<file path="src/rtl/noc_vc_input_buffer.sv">
// Per-port NoC input buffer: VCS independent first-word-fall-through FIFOs with
// either valid/ready or credit-based flow control and a sticky protocol-error flag.
module noc_vc_input_buffer #(
    parameter int FLIT_W      = 64,
    parameter int VCS         = 4,
    parameter int DEPTH       = 8,
    parameter int THRESHOLD   = DEPTH - 2,
    parameter int PER_VC_FLIT = 0,
    parameter int CREDIT_MODE = 0,
    parameter int CW          = $clog2(DEPTH + 1)
) (
    input  logic                                      noc_clk,
    input  logic                                      noc_rst_n,
    input  logic                                      i_clear,
    input  logic [VCS-1:0]                            i_valid,
    input  logic [(PER_VC_FLIT ? VCS : 1)*FLIT_W-1:0] i_flit,
    output logic [VCS-1:0]                            o_ready,
    output logic [VCS-1:0]                            o_vc_ready,
    output logic [VCS-1:0]                            o_credit,
    output logic [VCS-1:0]                            o_valid,
    output logic [VCS*FLIT_W-1:0]                     o_flit,
    input  logic [VCS-1:0]                            i_ready,
    output logic [VCS*CW-1:0]                         o_count,
    output logic                                      o_error
);

    localparam int PW = $clog2(DEPTH);

    logic [FLIT_W-1:0] mem [VCS][DEPTH];
    logic [PW-1:0]     rd_ptr [VCS];
    logic [PW-1:0]     wr_ptr [VCS];
    logic [CW-1:0]     count  [VCS];
    logic [FLIT_W-1:0] flit_in [VCS];

    logic [VCS-1:0] full;
    logic [VCS-1:0] valid_eff;
    logic [VCS-1:0] push;
    logic [VCS-1:0] pop;
    logic [VCS-1:0] drop;
    logic           multi;

    for (genvar g = 0; g < VCS; g++) begin : g_lane
        if (PER_VC_FLIT != 0) begin : g_per_vc
            assign flit_in[g] = i_flit[g*FLIT_W +: FLIT_W];
        end else begin : g_shared
            assign flit_in[g] = i_flit[FLIT_W-1:0];
        end
    end

    // On the shared bus only the lowest requesting VC may write; extra requests flag an error.
    always_comb begin
        multi      = 1'b0;
        valid_eff  = i_valid;
        full       = '0;
        o_valid    = '0;
        o_ready    = '0;
        o_vc_ready = '0;
        pop        = '0;
        push       = '0;
        drop       = '0;
        o_count    = '0;
        o_flit     = '0;
        if (PER_VC_FLIT == 0) begin
            multi     = |(i_valid & (i_valid - VCS'(1)));
            valid_eff = i_valid & (~i_valid + VCS'(1));
        end
        for (int v = 0; v < VCS; v++) begin
            full[v]       = (count[v] == CW'(DEPTH));
            o_valid[v]    = (count[v] != '0);
            o_ready[v]    = !full[v];
            o_vc_ready[v] = (count[v] < CW'(THRESHOLD));
            pop[v]        = o_valid[v] & i_ready[v];
            if (CREDIT_MODE != 0) begin
                push[v] = valid_eff[v] & (!full[v] | pop[v]);
                drop[v] = valid_eff[v] & full[v] & !pop[v];
            end else begin
                push[v] = valid_eff[v] & !full[v];
            end
            o_count[v*CW +: CW]       = count[v];
            o_flit[v*FLIT_W +: FLIT_W] = mem[v][rd_ptr[v]];
        end
    end

    always_ff @(posedge noc_clk or negedge noc_rst_n) begin
        if (!noc_rst_n) begin
            for (int v = 0; v < VCS; v++) begin
                rd_ptr[v] <= '0;
                wr_ptr[v] <= '0;
                count[v]  <= '0;
            end
            o_credit <= '0;
            o_error  <= 1'b0;
        end else if (i_clear) begin
            for (int v = 0; v < VCS; v++) begin
                rd_ptr[v] <= '0;
                wr_ptr[v] <= '0;
                count[v]  <= '0;
            end
            o_credit <= '0;
            o_error  <= 1'b0;
        end else begin
            for (int v = 0; v < VCS; v++) begin
                if (push[v]) wr_ptr[v] <= wr_ptr[v] + PW'(1);
                if (pop[v])  rd_ptr[v] <= rd_ptr[v] + PW'(1);
                if (push[v] && !pop[v])      count[v] <= count[v] + CW'(1);
                else if (pop[v] && !push[v]) count[v] <= count[v] - CW'(1);
            end
            o_credit <= (CREDIT_MODE != 0) ? pop : '0;
            if (multi || (|drop)) o_error <= 1'b1;
        end
    end

    // Storage has no reset; its contents are only visible once count says they are valid.
    always_ff @(posedge noc_clk) begin
        for (int v = 0; v < VCS; v++) begin
            if (noc_rst_n && !i_clear && push[v]) mem[v][wr_ptr[v]] <= flit_in[v];
        end
    end

endmodule

</file>
<file path="config.mk">
export PLATFORM = sky130hd
export DESIGN_NAME = noc_vc_input_buffer
export DESIGN_NICKNAME = d
export VERILOG_FILES = /design/src/rtl/noc_vc_input_buffer.sv
export SDC_FILE = /design/constraint.sdc
export NUM_CORES = 2
export LEC_CHECK = 0
export CELL_PAD_IN_SITES_DETAIL_PLACEMENT = 1
export CELL_PAD_IN_SITES_GLOBAL_PLACEMENT = 2
export CORE_UTILIZATION = 52
export CTS_CLUSTER_DIAMETER = 80
export DETAILED_ROUTE_END_ITERATION = 10
export GPL_TIMING_DRIVEN = 0
export PLACE_DENSITY_LB_ADDON = 0.1
export SYNTH_ARGS = -nofsm -noshare
export SYNTH_HDL_FRONTEND = slang
export SYNTH_SLANG_ARGS = --single-unit
</file>
<file path="constraint.sdc">
create_clock -name noc_clk -period 11.45 [get_ports noc_clk]
set_clock_uncertainty 0.1 [all_clocks]
set_input_delay 2.29 -clock noc_clk [delete_from_list [all_inputs] [get_ports noc_clk]]
set_output_delay 2.29 -clock noc_clk [all_outputs]
set_load 0.01 [all_outputs]
</file>
==> flow_metrics.env <==
export IMPL_antenna_left=0
export IMPL_yosysMostFrequentCell="edfxtp_1"
export IMPL_fmax_ghz=0.1466
export IMPL_core_um2=151700
export IMPL_cts_tree="built"
export IMPL_cp_max_fo=12
export IMPL_synth_seq_cells=2089
export IMPL_critPathLaunch="rd_ptr[9]$_DFFE_PN0P_"
export IMPL_grt_max_degree=35
export IMPL_r2r_cells=9
export IMPL_arrival_ns=4.43
export IMPL_stdcell_area_um2=94060
export IMPL_tightest_slew_ns=1.453
export IMPL_clock_sinks=2089
export IMPL_htreeDepth=4
export IMPL_dieArea_um2=154300
export IMPL_topRoutingLayerUsed="met5"
export IMPL_synth_cells=3277
export IMPL_wl_met3_um=12670
export IMPL_setup_tns_ns=0
export IMPL_yosysTopAreaCell="edfxtp_1"
export IMPL_synthTopCellsByArea="edfxtp_1 (77%), mux4_2 (15%), mux2_2 (3.6%)"
export IMPL_crit_type="reg -> out"
export IMPL_hold_path_class="reg -> reg"
export IMPL_drive_above_1_share_pct=31.26
export IMPL_ioPinCount=364
export IMPL_die_x_um=392.8
export IMPL_synthDominantCellAreaShare_pct=77.44
export IMPL_r2r_end="mem[3][462]$_DFFE_PP_"
export IMPL_postLayoutCoreUtil_pct=61.99
export IMPL_setup_viol=0
export IMPL_p_switching_mw=4.976
export IMPL_slew_violations=0
export IMPL_postCtsHoldBufs=0
export IMPL_maxCapViolations=0
export IMPL_grt_overflow_total=0
export IMPL_clk_latency_ns=0.81
export IMPL_worst_path_buf_inv=3
export IMPL_synth_area_per_cell_um2=24.24
export IMPL_r2r_slack_ns=7.76
export IMPL_p_int_mw=14.36
export IMPL_hpwl_um=128600
export IMPL_clock_tree_buffer_depth=3
export IMPL_antenna_found_initial=8
export IMPL_globalRouteTotalUtil_pct=25.98
export IMPL_p_comb_share_pct=21.6
export IMPL_ir_worst_vdd_v=0.0001474
export IMPL_path_cells="clkbuf_1 -> buf_2 -> mux4_2 -> mux2_2 -> clkdlybuf4s50_1"
export IMPL_clockRootBuffer="clkbuf_16"
export IMPL_cp_start_kind="register"
export IMPL_switching_share_pct=25.74
export IMPL_port_buffers=359
export IMPL_synth_cell_types=53
export IMPL_via_count=37336
export IMPL_initial_utilization_pct=52.34
export IMPL_grt_pass1_vias=40053
export IMPL_synth_area_um2=79420
export IMPL_relSlewSlack_pct=3.149
export IMPL_ys_async_sr_fraction_pct=1.963
export IMPL_place_congestion=0.7691
export IMPL_dp_cells=5781
export IMPL_vias_per_cell=6.057
export IMPL_clkTransAtPathRegs_ns=0.06
export IMPL_holdWs_ns=0.4343
export IMPL_crit_path_end="o_flit[59]"
export IMPL_period_minus_slack_ns=6.823
export IMPL_num_nets_final=4053
export IMPL_max_stage_delay_ns=1.08
export IMPL_ys_seq_area_share_pct=78.73
export IMPL_cts_buffers=205
export IMPL_drc_errors=0
export IMPL_p_leak_nw=29.11
export IMPL_critPathTopFamily="buffers and inverters"
export IMPL_cp_depth=5
export IMPL_rsz0062_at_grt="false"
export IMPL_p_clk_share_pct=34.0
export IMPL_seqPwrFrac_pct=44.4
export IMPL_synth_flop_cell="edfxtp_1"
export IMPL_wl_met2_um=97030
export IMPL_synthTopCellsByCount="edfxtp_1 (2048), mux4_2 (512), mux2_2 (256)"
export IMPL_final_cell_count_no_fill=6164
export IMPL_postPlaceCellArea_um2=87500
export IMPL_area_growth_pct=18.43
export IMPL_grt_pass1_wl_um=282300
export IMPL_postCtsResizedCells=0
export IMPL_synth_edff_count=2048
export IMPL_ys_warn_count=0
export IMPL_hold_viol=0
export IMPL_r2r_start="o_count[13]$_DFFE_PN0P_"
export IMPL_period_share_pct=59.59
export IMPL_cp_required_ns=9.06
export IMPL_firstDrtPassIters=5
export IMPL_drt_iter0_drc=3514
export IMPL_cpMaxStageDelayCell="clkbuf_1"
export IMPL_rows=143
export IMPL_outcome="completed"
export IMPL_postCtsSetupBuffers=0
export IMPL_wl_um=197100
export IMPL_wl_met1_um=83190
export IMPL_die_h_um=392.8
export IMPL_p_per_area_nw_per_um2=205.5
export IMPL_worstSetupEndpointType="output port"
export IMPL_wl_per_cell_um=31.98
## kinds of logic (layout without fill, tap and decap cells)
family	Yosys count	count (layout)	share of synthesized area, %
flip-flops	2089	2089	78.73
buffers and inverters	170	1020	0.9185
other	1	8	0.004722
adder cells (fa/ha/maj)	21	21	0.3655
multiplexers	776	776	18.25
AO/OA/AOI/OAI	56	56	0.5420
AND/OR/NAND/NOR	143	143	0.9610
XOR/XNOR	21	21	0.2316
## cell type report
cell class | count | area (µm²)
fillers | 12296 | 57670
well taps | 2030 | 2540
diodes | 4 | 10.01
multi-input cells | 1021 | 16400
inverters | 15 | 56.30
repair buffers | 471 | 5303
flip-flops and latches | 2089 | 62530
clock inverters | 133 | 1085
clock buffers | 246 | 5463
plain buffers | 155 | 681.9
## power groups by stage
stage	logic (mW)	registers, mW	clock network (mW)
final	4.18	8.58	6.57
after global routing	4.43	8.59	6.93
after CTS	4.26	8.58	6.69
after detailed placement	4.22	8.74	0
after global placement	4.09	8.75	0
after floorplan	2.41	8.72	0
## cells in the final DEF, fill, tap and decap left out, types with 16 or more instances in the layout
master | Yosys | routed
a21oi_1 | 20 | 20
buf_1 | 21 | 21
buf_12 | 0 | 53
buf_2 | 52 | 53
buf_6 | 1 | 51
bufinv_16 | 0 | 16
clkbuf_1 | 76 | 100
clkbuf_16 | 0 | 212
clkdlybuf4s50_1 | 0 | 358
clkinv_1 | 0 | 50
clkinv_2 | 0 | 46
dfrtp_1 | 41 | 41
edfxtp_1 | 2048 | 2048
ha_1 | 16 | 16
mux2_2 | 256 | 256
mux4_2 | 512 | 512
nand2_1 | 19 | 19
nor2_1 | 48 | 24
nor2_4 | 0 | 24
## tightest hold or removal path: cells and delay by family (launching register included)
kind	cells	cell delay [ns]
DFF	1	0.38
AOI/OAI and AO/OA	1	0.05
buffers and inverters	1	0.06
## registers in the layout, summed over array words and instances (netlist names)
signal,flops
mem,2048
o_count,16
o_error,1
rd_ptr,12
wr_ptr,12
## routing by layer
| metal | track usage, % | vias up |
|---|---|---|
| met5 | 0 | - |
| met4 | 6.622 | 2 |
| met3 | 3.898 | 248 |
| met2 | 41.85 | 1354 |
| met1 | 37.68 | 20359 |
| li1 | - | 15373 |
## stage by stage
step                worst slack, ns  power, mW
global route                  4.453      19.95
CTS                           4.519      19.53
detailed placement            4.978      12.97
finish                        4.627      19.33
global placement             -4.005      12.84
floorplan                     3.146      11.13
## worst min-delay path by stage
| stage | start | depth (start not counted) | endpoint |
|---|---|---|---|
| 2_1_floorplan | wr_ptr[2]$_DFFE_PN0P_ | 2 | wr_ptr[2]$_DFFE_PN0P_ |
| 3_3_place_gp | o_error$_DFFE_PN0P_ | 2 | o_error$_DFFE_PN0P_ |
| 3_5_place_dp | o_error$_DFFE_PN0P_ | 2 | o_error$_DFFE_PN0P_ |
| 4_1_cts | o_error$_DFFE_PN0P_ | 2 | o_error$_DFFE_PN0P_ |
| 5_1_grt | o_error$_DFFE_PN0P_ | 2 | o_error$_DFFE_PN0P_ |
| 6_report | o_error$_DFFE_PN0P_ | 2 | o_error$_DFFE_PN0P_ |
No activity file was read; power rests on OpenSTA's default activity.
